File: src/rtl/smart_led_pkg.sv
// Shared frame geometry and FSM encoding for the smart-LED serial frame receiver.
package smart_led_pkg;

  localparam int FRAME_W = 32;
  localparam int DATA_W  = 30;
  localparam int USE_BIT = 30;
  localparam int PAR_BIT = 31;

  typedef enum logic [1:0] {
    IDLE  = 2'd0,
    SHIFT = 2'd1,
    CHECK = 2'd2
  } state_e;

endpackage

File: src/rtl/smart_led_sync_edge.sv
// Two-flop synchroniser for the incoming serial clock/data pair plus rising-edge detect.
module smart_led_sync_edge (
  input  logic clk,
  input  logic rst_n,
  input  logic clk_async_i,
  input  logic data_async_i,
  output logic d2_o,
  output logic c3_o,
  output logic rise_o
);

  logic c1_q, c2_q, c3_q;
  logic d1_q, d2_q;

  // Synchroniser chain; c3 is one stage behind c2 for edge detection.
  always_ff @(posedge clk) begin
    if (!rst_n) begin
      c1_q <= 1'b0;
      c2_q <= 1'b0;
      c3_q <= 1'b0;
      d1_q <= 1'b0;
      d2_q <= 1'b0;
    end else begin
      c1_q <= clk_async_i;
      c2_q <= c1_q;
      c3_q <= c2_q;
      d1_q <= data_async_i;
      d2_q <= d1_q;
    end
  end

  assign d2_o   = d2_q;
  assign c3_o   = c3_q;
  assign rise_o = c2_q & ~c3_q;

endmodule

File: src/rtl/smart_led_frame_receiver.sv
// Smart-LED daisy-chain stage: assembles 32-bit frames, claims the first unused one after an
// idle gap, and re-serialises every frame downstream with the claimed frame marked as used.
module smart_led_frame_receiver
  import smart_led_pkg::*;
#(
  parameter int DATA_W      = smart_led_pkg::DATA_W,
  parameter int TIMEOUT_CYC = 255,
  parameter int TO_W        = 8
) (
  input  logic              clk,
  input  logic              rst_n,
  input  logic              in_data_i,
  input  logic              in_clock_i,
  output logic [DATA_W-1:0] led_data_o,
  output logic              led_valid_o,
  output logic              parity_err_o,
  output logic              claimed_o,
  output logic              fwd_data_o,
  output logic              fwd_clock_o
);

  localparam int FRM_W = DATA_W + 2;
  localparam int BC_W  = $clog2(FRM_W);
  localparam logic [BC_W-1:0] FIRST_IDX = BC_W'(0);
  localparam logic [BC_W-1:0] USE_IDX   = BC_W'(DATA_W);
  localparam logic [BC_W-1:0] PAR_IDX   = BC_W'(DATA_W + 1);
  localparam logic [TO_W-1:0] TO_LAST   = TO_W'(TIMEOUT_CYC - 1);
  localparam logic [TO_W-1:0] TO_MAX    = TO_W'(TIMEOUT_CYC);

  logic d2_s, c3_s, rise_s;

  smart_led_sync_edge u_sync (
    .clk          (clk),
    .rst_n        (rst_n),
    .clk_async_i  (in_clock_i),
    .data_async_i (in_data_i),
    .d2_o         (d2_s),
    .c3_o         (c3_s),
    .rise_o       (rise_s)
  );

  state_e            state_q, state_d;
  logic [BC_W-1:0]   bit_cnt_q, bit_cnt_d;
  logic [FRM_W-1:0]  sr_q, sr_d;
  logic              par_q, par_d;
  logic              flip_q, flip_d;
  logic [TO_W-1:0]   idle_cnt_q, idle_cnt_d;
  logic              claimed_q, claimed_d;
  logic [DATA_W-1:0] led_data_q, led_data_d;
  logic              led_valid_q, led_valid_d;
  logic              parity_err_q, parity_err_d;
  logic              fwd_data_q, fwd_data_d;
  logic              fwd_clock_q, fwd_clock_d;

  // Effective pre-rise view: a timeout in the same cycle as a rise is applied first.
  logic              to_s;
  state_e            state_eff_s;
  logic              claimed_eff_s;
  logic              flip_eff_s;
  logic [BC_W-1:0]   bidx_s;
  logic              fwd_bit_s;

  // State register.
  always_ff @(posedge clk) begin
    if (!rst_n) begin
      state_q      <= IDLE;
      bit_cnt_q    <= '0;
      sr_q         <= '0;
      par_q        <= 1'b0;
      flip_q       <= 1'b0;
      idle_cnt_q   <= '0;
      claimed_q    <= 1'b0;
      led_data_q   <= '0;
      led_valid_q  <= 1'b0;
      parity_err_q <= 1'b0;
      fwd_data_q   <= 1'b0;
      fwd_clock_q  <= 1'b0;
    end else begin
      state_q      <= state_d;
      bit_cnt_q    <= bit_cnt_d;
      sr_q         <= sr_d;
      par_q        <= par_d;
      flip_q       <= flip_d;
      idle_cnt_q   <= idle_cnt_d;
      claimed_q    <= claimed_d;
      led_data_q   <= led_data_d;
      led_valid_q  <= led_valid_d;
      parity_err_q <= parity_err_d;
      fwd_data_q   <= fwd_data_d;
      fwd_clock_q  <= fwd_clock_d;
    end
  end

  // Next-state: idle timeout, frame check, then shift/forward on a serial clock rise.
  always_comb begin
    state_d      = state_q;
    bit_cnt_d    = bit_cnt_q;
    sr_d         = sr_q;
    par_d        = par_q;
    flip_d       = flip_q;
    idle_cnt_d   = idle_cnt_q;
    claimed_d    = claimed_q;
    led_data_d   = led_data_q;
    led_valid_d  = 1'b0;
    parity_err_d = 1'b0;
    fwd_data_d   = fwd_data_q;
    fwd_clock_d  = c3_s;
    fwd_bit_s    = d2_s;
    bidx_s       = FIRST_IDX;

    to_s          = (idle_cnt_q >= TO_LAST);
    state_eff_s   = to_s ? IDLE : state_q;
    claimed_eff_s = to_s ? 1'b0 : claimed_q;
    flip_eff_s    = to_s ? 1'b0 : flip_q;

    if (rise_s) begin
      idle_cnt_d = '0;
    end else if (idle_cnt_q != TO_MAX) begin
      idle_cnt_d = idle_cnt_q + TO_W'(1);
    end else begin
      idle_cnt_d = idle_cnt_q;
    end

    if (state_q == CHECK) begin
      state_d = IDLE;
      if (par_q) begin
        parity_err_d = 1'b1;
      end else if (!sr_q[DATA_W] && !claimed_q) begin
        led_data_d  = sr_q[DATA_W-1:0];
        led_valid_d = 1'b1;
        claimed_d   = 1'b1;
      end else begin
        led_valid_d = 1'b0;
      end
    end else begin
      led_valid_d = 1'b0;
    end

    if (to_s) begin
      bit_cnt_d = '0;
      par_d     = 1'b0;
      flip_d    = 1'b0;
      claimed_d = 1'b0;
      state_d   = IDLE;
    end else begin
      flip_d = flip_q;
    end

    if (rise_s) begin
      bidx_s    = (state_eff_s == SHIFT) ? bit_cnt_q : FIRST_IDX;
      sr_d      = {d2_s, sr_q[FRM_W-1:1]};
      par_d     = (bidx_s == FIRST_IDX) ? d2_s : (par_q ^ d2_s);
      bit_cnt_d = (bidx_s == PAR_IDX) ? FIRST_IDX : (bidx_s + BC_W'(1));
      state_d   = (bidx_s == PAR_IDX) ? CHECK : SHIFT;
      case (bidx_s)
        FIRST_IDX: begin
          flip_d = 1'b0;
        end
        USE_IDX: begin
          if (!claimed_eff_s && !d2_s) begin
            fwd_bit_s = 1'b1;
            flip_d    = 1'b1;
          end else begin
            fwd_bit_s = d2_s;
          end
        end
        PAR_IDX: begin
          fwd_bit_s = d2_s ^ flip_eff_s;
          flip_d    = 1'b0;
        end
        default: begin
          fwd_bit_s = d2_s;
        end
      endcase
      fwd_data_d = fwd_bit_s;
    end else begin
      fwd_data_d = fwd_data_q;
    end
  end

  assign led_data_o   = led_data_q;
  assign led_valid_o  = led_valid_q;
  assign parity_err_o = parity_err_q;
  assign claimed_o    = claimed_q;
  assign fwd_data_o   = fwd_data_q;
  assign fwd_clock_o  = fwd_clock_q;

endmodule

File: config.mk
export PLATFORM = sky130hd
export DESIGN_NAME = smart_led_frame_receiver
export DESIGN_NICKNAME = d
export VERILOG_FILES = /design/src/rtl/smart_led_pkg.sv /design/src/rtl/smart_led_sync_edge.sv /design/src/rtl/smart_led_frame_receiver.sv
export SDC_FILE = /design/constraint.sdc
export NUM_CORES = 1
export LEC_CHECK = 0
export CELL_PAD_IN_SITES_DETAIL_PLACEMENT = 0
export CELL_PAD_IN_SITES_GLOBAL_PLACEMENT = 1
export CORE_MARGIN = 8
export CORE_UTILIZATION = 45
export DETAILED_ROUTE_END_ITERATION = 6
export PLACE_DENSITY_LB_ADDON = 0.1
export RECOVER_POWER = 50
export SKIP_LAST_GASP = 1
export SLEW_MARGIN = 20
export SYNTH_ARGS = -nofsm -noshare
export SYNTH_HDL_FRONTEND = slang
export SYNTH_SLANG_ARGS = --single-unit
File: constraint.sdc
create_clock -name clk -period 5.6 [get_ports clk]
set_input_delay 1.12 -clock clk [delete_from_list [all_inputs] [get_ports clk]]
set_output_delay 1.12 -clock clk [all_outputs]
set_load 0.005 [all_outputs]
==> metrics.yaml <==
outcome:
  outcome: "finished, violations left"
  violations: "max-capacitance violations, max-slew violations"
floorplan:
  die_h_um: 104.8
  start_util_pct: 46.16
  num_io_pins: 39
  placementRows: 32
  fp.dieArea_um2: 10980
  core_area_um2: 7687
  die_w_um: 104.8
global_routing:
  grt_pass1_wl_um: 12240
  met1_usage_pct: 15.73
  gr-total-overflow: 0
  grt_max_degree: 83
  top_usage_layer: "met2"
  antenna_found_initial: 0
  grtUsageMet3_pct: 3.931
  grt_usage_pct: 13.05
  met2_usage_pct: 21.40
  grt_pass1_vias: 2624
layout:
  antennaDiodeCount: 0
  area_growth_syn_to_layout_pct: 17.28
  final_nets: 450
  regArea_um2: 1782
  fillers: 761
  multi_input_area_um2: 1618
  drive_above_1_share_pct: 5.169
detailed_routing:
  num_vias: 2729
  drt_first_iter_violations: 133
  vias_per_cell: 4.989
  post-route-drc-count: 0
  routedWlPerCell_um: 12.54
  firstDrtPassIters: 4
  ant_nets: 0
  finalWirelength_um: 6859
synthesis:
  ys_async_sr_fraction_pct: 0
  post-synth-top-count-cell: "nand2_1"
  synthesis.area_um2: 3548
  synth_nets: 425
  ys_ff_latch: 89
  syn_inst: 415
  yosys.cell_types.count: 40
  synth_area_leader_cell: "dfxtp_1"
  synth_edf_count: 0
  syn_avg_cell_area_um2: 8.550
  synthTopCellsByArea: "dfxtp_1, nand2_1, a21boi_0"
  synth_top_area_share_pct: 50.21
  synthFlopType: "dfxtp_1"
  seq_area_frac_synth_pct: 50.21
  yosys-top-cells-count: "nand2_1, dfxtp_1, a21boi_0"
  yosys_warnings: 0
pwr:
  p_per_area_nw_per_um2: 274.2
  p_clk_share_pct: 40.6
  pwr-share-comb_pct: 3.2
  p_int_mw: 0.8858
  p_leak_nw: 1.375
  swShare_pct: 22.38
  ir_drop_mv: 0.1451
  switching_power_mw: 0.2554
  power_mw: 1.141
  pwr-share-seq_pct: 56.2
placement:
  dp_hpwl_um: 4355
  port_buffers: 38
  gp_congestion: 0.8031
clocking:
  cts_setup_buffers: 0
  post_cts_resized: 0
  htreeDepth: 3
  cts_max_path_buffers: 2
  cts.sinks: 89
  hold_buffers: 0
  numCtsBuffers: 9
  clock_latency_ns: 0.35
  root_buffer: "clkbuf_8"
  clk_pin_slew_ns: 0.09
  cts_tree: "yes"
worst_setup_path:
  arrival_ns: 3.64
  regToRegStartpoint: "state_q[0]"
  r2r_end: "led_data_o[2]"
  crit_type: "register to register"
  worstPathMaxFanout: 17
  crit_path_end_kind: "register"
  rrSetupSlack_ns: 2.24
  r2r_cells: 5
  critical_path_required_ns: 5.88
  startpoint_type: "register"
timing:
  finalSetupViolCount: 0
  maxSlewViolCount: 17
  setup_tns_ns: 0
  slew_headroom_pct: -60.12
  hold_violations: 0
  fin_skew_ns: 0.01012
  max_slew.worst_pin.slew_ns: 2.380
  finalCritPeriodShare_pct: 59.92
  fin_crit_ns: 3.356
  max_freq_ghz: 0.2980
  rsz0062_at_grt: "false"
hold_path:
  worst_hold_path.endpoint: "u_sync.d2_o"
  min_from: "u_sync.d1_q"
  min_path_cells: 1
  hold_class: "register to register"
flow_run:
  drv_cap: 1
## worst max-delay path by stage
stage / startpoint / to / depth (start not counted)
after floorplan: idle_cnt_q[1] / bit_cnt_q[3] / 13
after global placement: idle_cnt_q[0] / bit_cnt_q[2] / 13
after detailed placement: idle_cnt_q[0] / bit_cnt_q[2] / 13
after CTS: idle_cnt_q[0] / bit_cnt_q[2] / 13
after global routing: state_q[0] / led_data_o[1] / 5
final: state_q[0] / led_data_o[2] / 5
## per-stage QoR
step | utilization (%) | instance area [um^2] | hold WS [ns] | setup WS (ns) | instances
after global placement | 51.68 | 3973 | 0.4225 | 2.553 | 531
final | 54.13 | 4161 | 0.4346 | 2.244 | 547
after global routing | 54.13 | 4161 | 0.4695 | 1.691 | 547
after CTS | 54.46 | 4187 | 0.4465 | 2.460 | 547
after detailed placement | 51.68 | 3973 | 0.4253 | 2.476 | 531
after floorplan | - | 3548 | 0.4119 | 3.071 | 415
## cell usage in the layout (no fill, tap or decap), drive strengths merged, types with 2 or more instances in the layout
cell type / netlist / layout
a21boi: 65 / 65
a32o: 2 / 2
o21a: 2 / 2
buf: 13 / 3
nor2: 11 / 11
nor3: 6 / 6
dfxtp: 89 / 89
and2: 8 / 8
nand3: 9 / 9
xnor2: 4 / 4
clkdlybuf4s50: 0 / 37
inv: 6 / 7
ha: 6 / 6
a31oi: 4 / 4
clkinv: 0 / 2
a211oi: 2 / 2
o211ai: 4 / 4
or3: 2 / 2
xor2: 2 / 2
and3: 4 / 4
or2: 2 / 2
a21oi: 8 / 8
nand2b: 3 / 3
nand2: 129 / 129
clkbuf: 15 / 13
nor2b: 4 / 4
nand4: 5 / 5
o21ai: 3 / 3
## final cells by class
| cell class | count | area share, % |
|---|---|---|
| inverter | 6 | 0.5412 |
| tap | 102 | 3.067 |
| clock buffer | 11 | 3.638 |
| sequential | 89 | 42.81 |
| multi-input combinational | 292 | 38.88 |
| clock inverter | 5 | 1.503 |
| timing repair buffer | 42 | 9.561 |
## critical path: stages (launching register included)
cell	delay [ns]
dfxtp_1	0.34
nand2b_1	0.18
nor4_1	1.79
clkbuf_1	0.66
nand2_1	0.15
a21boi_0	0.17
## registers in the layout, indices dropped and copies added, names as in the netlist, 2 cells and up
name and cells:
bit_cnt_q 5, idle_cnt_q 8, led_data_o 30, sr_q 32
state_q 2
## power groups by stage
| stage | Sequential [mW] | Clock, mW | Combinational, mW |
|---|---|---|---|
| 2_1_floorplan | 0.655 | 0 | 0.0283 |
| 5_1_grt | 0.642 | 0.505 | 0.0408 |
| 3_3_place_gp | 0.656 | 0 | 0.0377 |
| 6_report | 0.641 | 0.464 | 0.0364 |
| 3_5_place_dp | 0.656 | 0 | 0.0377 |
| 4_1_cts | 0.641 | 0.481 | 0.0379 |
## kinds of logic (layout without fill, tap and decap cells)
kind of cell	Yosys count	in the layout	synth area share, %
AOI/OAI and AO/OA	94	94	19.15
DFF	89	89	50.21
buffers and inverters	34	64	4.020
adders and majority gates	6	6	2.116
xor gates and xnor gates	6	6	1.481
and+or+nand+nor	186	186	23.03
## metal layers
layer  vias to the layer above  routed length (um)
met5                         -                   0
met4                         0                  71
met3                         7                 281
met2                        31                3155
met1                      1260                3352
li1                       1431                   -
Note: power is estimated with default switching activity, not from simulation.
